$ cat config.mk
export PLATFORM = sky130hd
export DESIGN_NAME = ifetch_unit
export DESIGN_NICKNAME = d
export VERILOG_FILES = /design/src/rtl/mips_pkg.sv /design/src/rtl/pc_reg.sv /design/src/rtl/ifetch_unit.sv
export SDC_FILE = /design/constraint.sdc
export NUM_CORES = 1
export LEC_CHECK = 0
export ABC_AREA = 1
export BUFFER_PORTS_ARGS = -buffer_cell sky130_fd_sc_hd__buf_2
export CAP_MARGIN = 10
export CORE_ASPECT_RATIO = 2
export CORE_MARGIN = 2
export CORE_UTILIZATION = 40
export DETAILED_ROUTE_END_ITERATION = 10
export GPL_TIMING_DRIVEN = 0
export PLACE_DENSITY = 0.77
export REMOVE_ABC_BUFFERS = 1
export SYNTH_ARGS = -nofsm -noshare
export SYNTH_HDL_FRONTEND = slang
export SYNTH_SLANG_ARGS = --single-unit
$ cat constraint.sdc
create_clock -name clk -period 1.64 [get_ports clk]
set_input_delay 0.164 -clock clk [delete_from_list [all_inputs] [get_ports clk]]
set_output_delay 0.164 -clock clk [all_outputs]
set_load 0.1 [all_outputs]
$ cat src/rtl/mips_pkg.sv
// Shared types and constants for the MIPS fetch/decode slice.
package mips_pkg;

  localparam int          INSTR_W = 32;
  localparam logic [31:0] PC_STEP = 32'd4;
  localparam logic [5:0]  OP_J    = 6'b000010;

  typedef enum logic [1:0] {
    IDLE  = 2'd0,
    RUN   = 2'd1,
    FLUSH = 2'd2
  } fetch_state_e;

endpackage

$ cat src/rtl/pc_reg.sv
// Program counter: reset value, sequential increment and redirect load (load wins).
module pc_reg
  import mips_pkg::*;
#(
  parameter logic [31:0] RESET_PC = 32'h0000_0000
) (
  input  logic        clk,
  input  logic        rst_n,
  input  logic        inc,
  input  logic        load,
  input  logic [31:0] target,
  output logic [31:0] pc,
  output logic [31:0] pc_inc
);

  // Modulo 2^32: 0xFFFFFFFC wraps to 0.
  assign pc_inc = pc + PC_STEP;

  always_ff @(posedge clk or negedge rst_n) begin
    if (!rst_n) begin
      pc <= RESET_PC;
    end else if (load) begin
      pc <= target;
    end else if (inc) begin
      pc <= pc_inc;
    end
  end

endmodule

$ cat src/rtl/ifetch_unit.sv
// Fetch stage: PC, imem req/rdy handshake, registered instr for decode; 1 edge transfer->instrValid.
// decStall holds the output register and drops imemReq in the same cycle; redirects cost 2 cycles.
module ifetch_unit
  import mips_pkg::*;
#(
  parameter logic [31:0] RESET_PC = 32'h0000_0000
) (
  input  logic               clk,
  input  logic               rst_n,
  output logic               imemReq,
  output logic [31:0]        imemAddr,
  input  logic               imemRdy,
  input  logic [INSTR_W-1:0] imemData,
  output logic [INSTR_W-1:0] instr,
  output logic [5:0]         opCode,
  output logic [31:0]        pcPlus4,
  output logic               instrValid,
  input  logic               decStall,
  input  logic               jmp,
  input  logic               brTaken,
  input  logic [31:0]        brTarget
);

  fetch_state_e state;
  logic [31:0]  pc;
  logic [31:0]  pc_inc;
  logic [31:0]  target;
  logic         redirect;
  logic         transfer;

  // A taken branch belongs to the older instruction, so it beats a jump.
  assign redirect = brTaken || (jmp && instrValid);
  assign target   = brTaken ? (brTarget & ~32'h3)
                            : {pcPlus4[31:28], instr[25:0], 2'b00};

  assign imemReq  = (state == RUN) && (!instrValid || !decStall) && !redirect;
  assign transfer = imemReq && imemRdy;
  assign imemAddr = pc;
  assign opCode   = instr[31:26];

  pc_reg #(
    .RESET_PC (RESET_PC)
  ) u_pc_reg (
    .clk    (clk),
    .rst_n  (rst_n),
    .inc    (transfer),
    .load   (redirect),
    .target (target),
    .pc     (pc),
    .pc_inc (pc_inc)
  );

  always_ff @(posedge clk or negedge rst_n) begin
    if (!rst_n) begin
      state <= IDLE;
    end else begin
      case (state)
        IDLE:    state <= RUN;
        RUN:     state <= redirect ? FLUSH : RUN;
        FLUSH:   state <= RUN;
        default: state <= IDLE;
      endcase
    end
  end

  always_ff @(posedge clk or negedge rst_n) begin
    if (!rst_n) begin
      instr      <= '0;
      pcPlus4    <= '0;
      instrValid <= 1'b0;
    end else if (redirect) begin
      instrValid <= 1'b0;
    end else if (transfer) begin
      instr      <= imemData;
      pcPlus4    <= pc_inc;
      instrValid <= 1'b1;
    end else if (instrValid && !decStall) begin
      instrValid <= 1'b0;
    end
  end

endmodule

### Word-level counts from Yosys, hierarchy flattened

Cells that the tools add are included.

| word-level totals | value |
|---|---|
| bits in writable memories | 0 |
| memories kept | 0 |
| latch bits | 0 |
| bits of input ports | 70 |
| output and inout port bits | 104 |
| ROM bits | 0 |
| bits in registers | 99 |

| operators by class | value |
|---|---|
| reductions and logical operators | 15 |
| eq/ne operators | 2 |
| shifts and indexed selects | 0 |
| multiplexer cells | 8 |
| order comparisons | 0 |
| bitwise operators | 1 |
| multiply operators | 0 |
| div/mod/pow operators | 0 |
| add/sub/neg operators | 1 |

Operators by type and width:

| cell | number |
|---|---|
| 32-bit two-way mux | 3 |
| 32-bit by 3-bit adder with 32-bit output (second input constant) | 1 |
| 1-bit logical AND | 5 |
| 2-bit one-hot mux with 2 select lines | 1 |
| 1-bit logical NOT | 3 |
| 1-bit two-way mux | 3 |
| 3-bit nonzero test | 1 |
| 2-bit by 1-bit == test with 1-bit output (second input constant) | 1 |
| 2-bit == test (second input constant) | 1 |
| 2-bit logical NOT | 1 |
| 1-bit logical OR | 2 |
| 2-bit two-way mux | 1 |
| 2-bit AND reduction | 1 |
| 2-bit nonzero test | 1 |
| 2-bit OR reduction | 1 |
| 1-bit NOT | 1 |

### Depth between registers and ports, before layout

| depth | value |
|---|---|
| word-level depth | 7 |
| depth in mapped cells | 9 |
| mapped depth without buffers | 9 |

### Modules after synthesis

A second synthesis with hierarchy kept.

| unflattened totals | value |
|---|---|
| cells, all modules | 655 |
| area, all modules | 5441.5 um^2 |

By module, submodules not included:

| module | cells each | area an instance (um^2) | times used |
|---|---|---|---|
| ifetch_unit | 340 | 3168.0 | 1 |
| pc_reg | 315 | 2273.4 | 1 |

### Worst setup path after synthesis

Ideal clock, no wire load.

| timing | value |
|---|---|
| kind | flip-flop to flip-flop |
| start | reg instrValid |
| end | reg u_pc_reg.pc[22] |
| clock period less this slack | 2856 ps |
| path slack | -1216 ps |
| stages on the path, launching flop included | 10 |
| required time | 1513 ps |
| buffers on the path | 1 |
| arrival | 2729 ps |
| cells stage by stage | dfrtp_1 -> nand2_2 -> nand2_4 -> nor2_2 -> nand2_1 -> nand2_2 -> inv_2 -> buf_2 -> nand2_1 -> nand3_1 |

| between the ends | value |
|---|---|
| cells in the longest elaborated chain, start to end | 6 |
| elaborated cells between the ends (all ways) | 10 |
| classes of those cells | 1 x mux; 9 x reduce/logical |

Ends and longest elaborated chain:

| what | RTL line | text |
|---|---|---|
| from (decl) | ifetch_unit.sv:17 | `output logic instrValid,` |
| from (signal assigned) | ifetch_unit.sv:70 | `instrValid <= 1'b0;` |
| from (signal assigned) | ifetch_unit.sv:72 | `instrValid <= 1'b0;` |
| from (signal assigned) | ifetch_unit.sv:76 | `instrValid <= 1'b1;` |
| 1-bit logical NOT or 1-bit logical AND (tied branches) | ifetch_unit.sv:36, ifetch_unit.sv:32 |  |
| 1-bit logical OR, on equally long branches | ifetch_unit.sv:36, ifetch_unit.sv:32 |  |
| 1-bit logical AND or 1-bit logical NOT (tied branches) | ifetch_unit.sv:36 | `assign imemReq = (state == RUN) && (!instrValid \|\| !decStall) && !redirect;` |
| 1-bit logical AND (*) | ifetch_unit.sv:36 |  |
| net imemReq | ifetch_unit.sv:10 | `output logic imemReq,` |
| 1-bit logical AND (*) | ifetch_unit.sv:37 | `assign transfer = imemReq && imemRdy;` |
| 2-bit nonzero test (no source line) (*) | -- |  |
| to (signal assigned) | pc_reg.sv:23 | `pc <= target;` |
| to (signal assigned) | pc_reg.sv:25 | `pc <= pc_inc;` |
| to (decl) | pc_reg.sv:12 | `output logic [31:0] pc,` |

Mark *: on every way through the listed nets, which the timed path passes. The rest lies on a longest branch.
A chain may end at the register's enable or synchronous reset.

### Worst setup path in the final report

| timing | value |
|---|---|
| start | reg instrValid |
| end | out imemReq |

| between the ends | value |
|---|---|
| cells in the longest elaborated chain, start to end | 4 |
| elaborated cells between the ends (all ways) | 7 |
| classes of those cells | 7 x reduce/logical |

Ends and longest elaborated chain:

| what | RTL line |
|---|---|
| 1-bit logical NOT or 1-bit logical AND (tied branches) | ifetch_unit.sv:36, ifetch_unit.sv:32 |
| 1-bit logical OR, on equally long branches | ifetch_unit.sv:36, ifetch_unit.sv:32 |
| 1-bit logical AND or 1-bit logical NOT (tied branches) | ifetch_unit.sv:36 |
| 1-bit logical AND (*) | ifetch_unit.sv:36 |
| to (decl) | ifetch_unit.sv:10 |

Every way passes the cells marked *; elsewhere a longest branch is shown, timed or not.

==> results.toml <==
[outcome]
status = "finished with violations"
violations = "negative setup slack"

[setup_path]
path_cells = "nand2_4, nand2_8, nor2_4, buf_4, buf_12"
cp.arrival_ns = 1.56
required_ns = 1.48
worstSetupEndpointType = "output port"
slowest_delay_ns = 0.42
critPathLaunchType = "flip-flop"
cpMaxStageDelayCell = "dfrtp_1"
r2r-start = "instrValid$_DFFE_PN0P_"
critPathLaunch = "instrValid$_DFFE_PN0P_"
critical_path_class = "flip-flop to output port"
cp_max_fo = 4

[yosys]
synth_area_per_cell_um2 = 7.41
synth_edf_count = 0
syn-cell-area_mm2 = 0.00477
ys_seq_area_frac = 0.498
ys.flop_type = "dfrtp_1"
synthDistinctLibCells = 29
synthArstFlopShare = 1.00
ys_warn_count = 0
netlist_instances = 644
ys_ff_latch = 95

[cts]
htreeDepth = 3
clkTransAtPathRegs_ns = 0.07
clkLatencyLatePin_ns = 0.34
clockBufferDepth = 2
tritoncts = "done"
cts_num_sinks = 95
numCtsBuffers = 9
cts_root_buf = "clkbuf_16"

[global_routing]
grt_pass1_wl_um = 23800
grt_util_all_layers = 0.248
grt_overflow = 0
grt_pass1_vias = 4586
antenna_found_initial = 1
grt_max_degree = 57

[timing]
rsz0062_at_grt = "true"
finalHoldViolations = 0
setup_ws_ns = -0.0835
drv_slew = 0
worst_slew_pin_slew_ns = 0.750
setup_viol = 1
slew_headroom = 0.500
worst_clock_skew_ns = 0.00760
fmax_mhz = 580
setup_tns_ns = -0.0835
period_share = 1.05
min_period_ns = 1.72

[placement]
gp_congestion = 0.830
pre_cts_slack_ns = -1.73
io_buffers = 167
dp_hpwl_um = 10200
place_inst = 933

[route]
dr.pass1.iters = 5
via_per_inst = 5.01
antenna_left = 0
wl_per_cell_um = 16.2
dr.first_iter.drc_count = 303
vias = 4918
finalWirelength_um = 15900
drc = 0

[floorplan]
die_y_um = 159
dieArea_mm2 = 0.0129
start_util = 0.408
core_mm2 = 0.0117
rows = 56
fp.dieW_um = 81.3
ios = 174

[flow_run]
drv_cap = 0

[finish]
fin_cells = 982
fin_nets = 902
drive_gt1_frac = 0.325
area_delta_synth_final_pct = 40.9
n_fill_cell = 1062
largest_reg_flops = 32

[min_path]
hold_class = "input port to flip-flop"
hp-start = "imemData[28]"
==> worst max-delay path, delay by kind of cell, from the launching register on <==
kind                   cells  cell delay [ns]
and+or+nand+nor            3             0.44
DFF                        1             0.42
buffers and inverters      2             0.34
==> per-layer routing <==
layer / up-vias / part of all wire / global-route usage / wire (um)
li1: 2377 / - / - / -
met1: 2314 / 0.36 / 0.271 / 5790
met2: 182 / 0.55 / 0.442 / 8710
met3: 45 / 0.044 / 0.0334 / 694
met4: 0 / 0.047 / 0.150 / 742
met5: - / 0 / 0 / 0
==> cells in the final DEF (no fill, tap or decap), drive strengths merged, types with 2 or more instances in the layout <==
master,Yosys,layout
nand2,341,343
buf,20,197
dfrtp,95,95
nand3,42,42
nor2,40,40
inv,30,29
a21oi,19,19
clkbuf,11,13
o21ai,10,10
xor2,8,8
a21boi,7,7
a22oi,5,5
xnor2,4,4
conb,1,4
clkinvlp,0,3
nand4,3,3
bufinv,0,3
and2,2,2
bufbuf,0,2
nor3,2,2
==> cell type report <==
type / count / area (um2) / share of cell area
clock inverter: 5 / 105 / 0.0156
antenna: 1 / 2.50 / 0.000372
tap: 145 / 181 / 0.0270
timing repair buffer: 202 / 1320 / 0.197
inverter: 30 / 131 / 0.0195
clock buffer: 11 / 243 / 0.0361
multi-input combinational: 493 / 2360 / 0.351
sequential: 95 / 2380 / 0.354
==> worst paths after layout <==
kind / end / cells after the start / slack, ns
worst max register to register: u_pc_reg.pc[27]$_DFFE_PN0P_ / 9 / 0.04
worst min-delay path: instr[28]$_DFFE_PN0P_ / 3 / 0.01
worst min register to register: pcPlus4[16]$_DFFE_PN0P_ / 2 / 0.47
worst max-delay path: imemReq / 5 / -0.08
min in group asynchronous: instr[16]$_DFFE_PN0P_ / 2 / 0.44
max in group asynchronous: instr[25]$_DFFE_PN0P_ / 3 / 0.52
==> timing repair <==
item | CTS | global route
hold buffers | 1 | 0
setup buffers | 15 | 10
gates resized for setup | 35 | 49
cloned | 6 | 1
endpoints found under the hold margin | 55 | 0
endpoints found under the setup margin | 95 | 82
pin swaps | 6 | 10
==> Yosys cell counts, types with 5 or more instances <==
master	count	area, um2
nor2_1	35	131
dfrtp_1	95	2380
buf_2	9	45.0
a22oi_1	5	37.5
clkbuf_1	11	41.3
nand3_1	42	210
a21oi_1	19	95.1
inv_1	28	105
a21boi_0	7	52.6
o21ai_0	10	50.1
buf_4	10	75.1
nand2_1	338	1270
xor2_1	8	70.1
==> through the flow <==
stage / area, um2 / hold WS [ns] / utilization
after floorplan: 4610 / -0.132 / -
after global placement: 5630 / 0.357 / 0.481
after detailed placement: 5750 / 0.275 / 0.491
after CTS: 6510 / 0.00417 / 0.556
after global routing: 6730 / 0.00663 / 0.575
final: 6730 / 0.0132 / 0.575
==> cell families (layout without fill, tap and decap cells) <==
group / Yosys count / after routing / share of synthesized area
other: 1 / 5 / 0.000785
AOI/OAI and AO/OA: 43 / 43 / 0.0527
and+or+nand+nor: 431 / 433 / 0.364
adders and majority gates: 1 / 1 / 0.00262
buffers and inverters: 61 / 248 / 0.0597
xor gates and xnor gates: 12 / 12 / 0.0220
DFF: 95 / 95 / 0.498
Power is not shown: default switching activity piles up to over one toggle a cycle in this logic, so the estimate is an artifact.
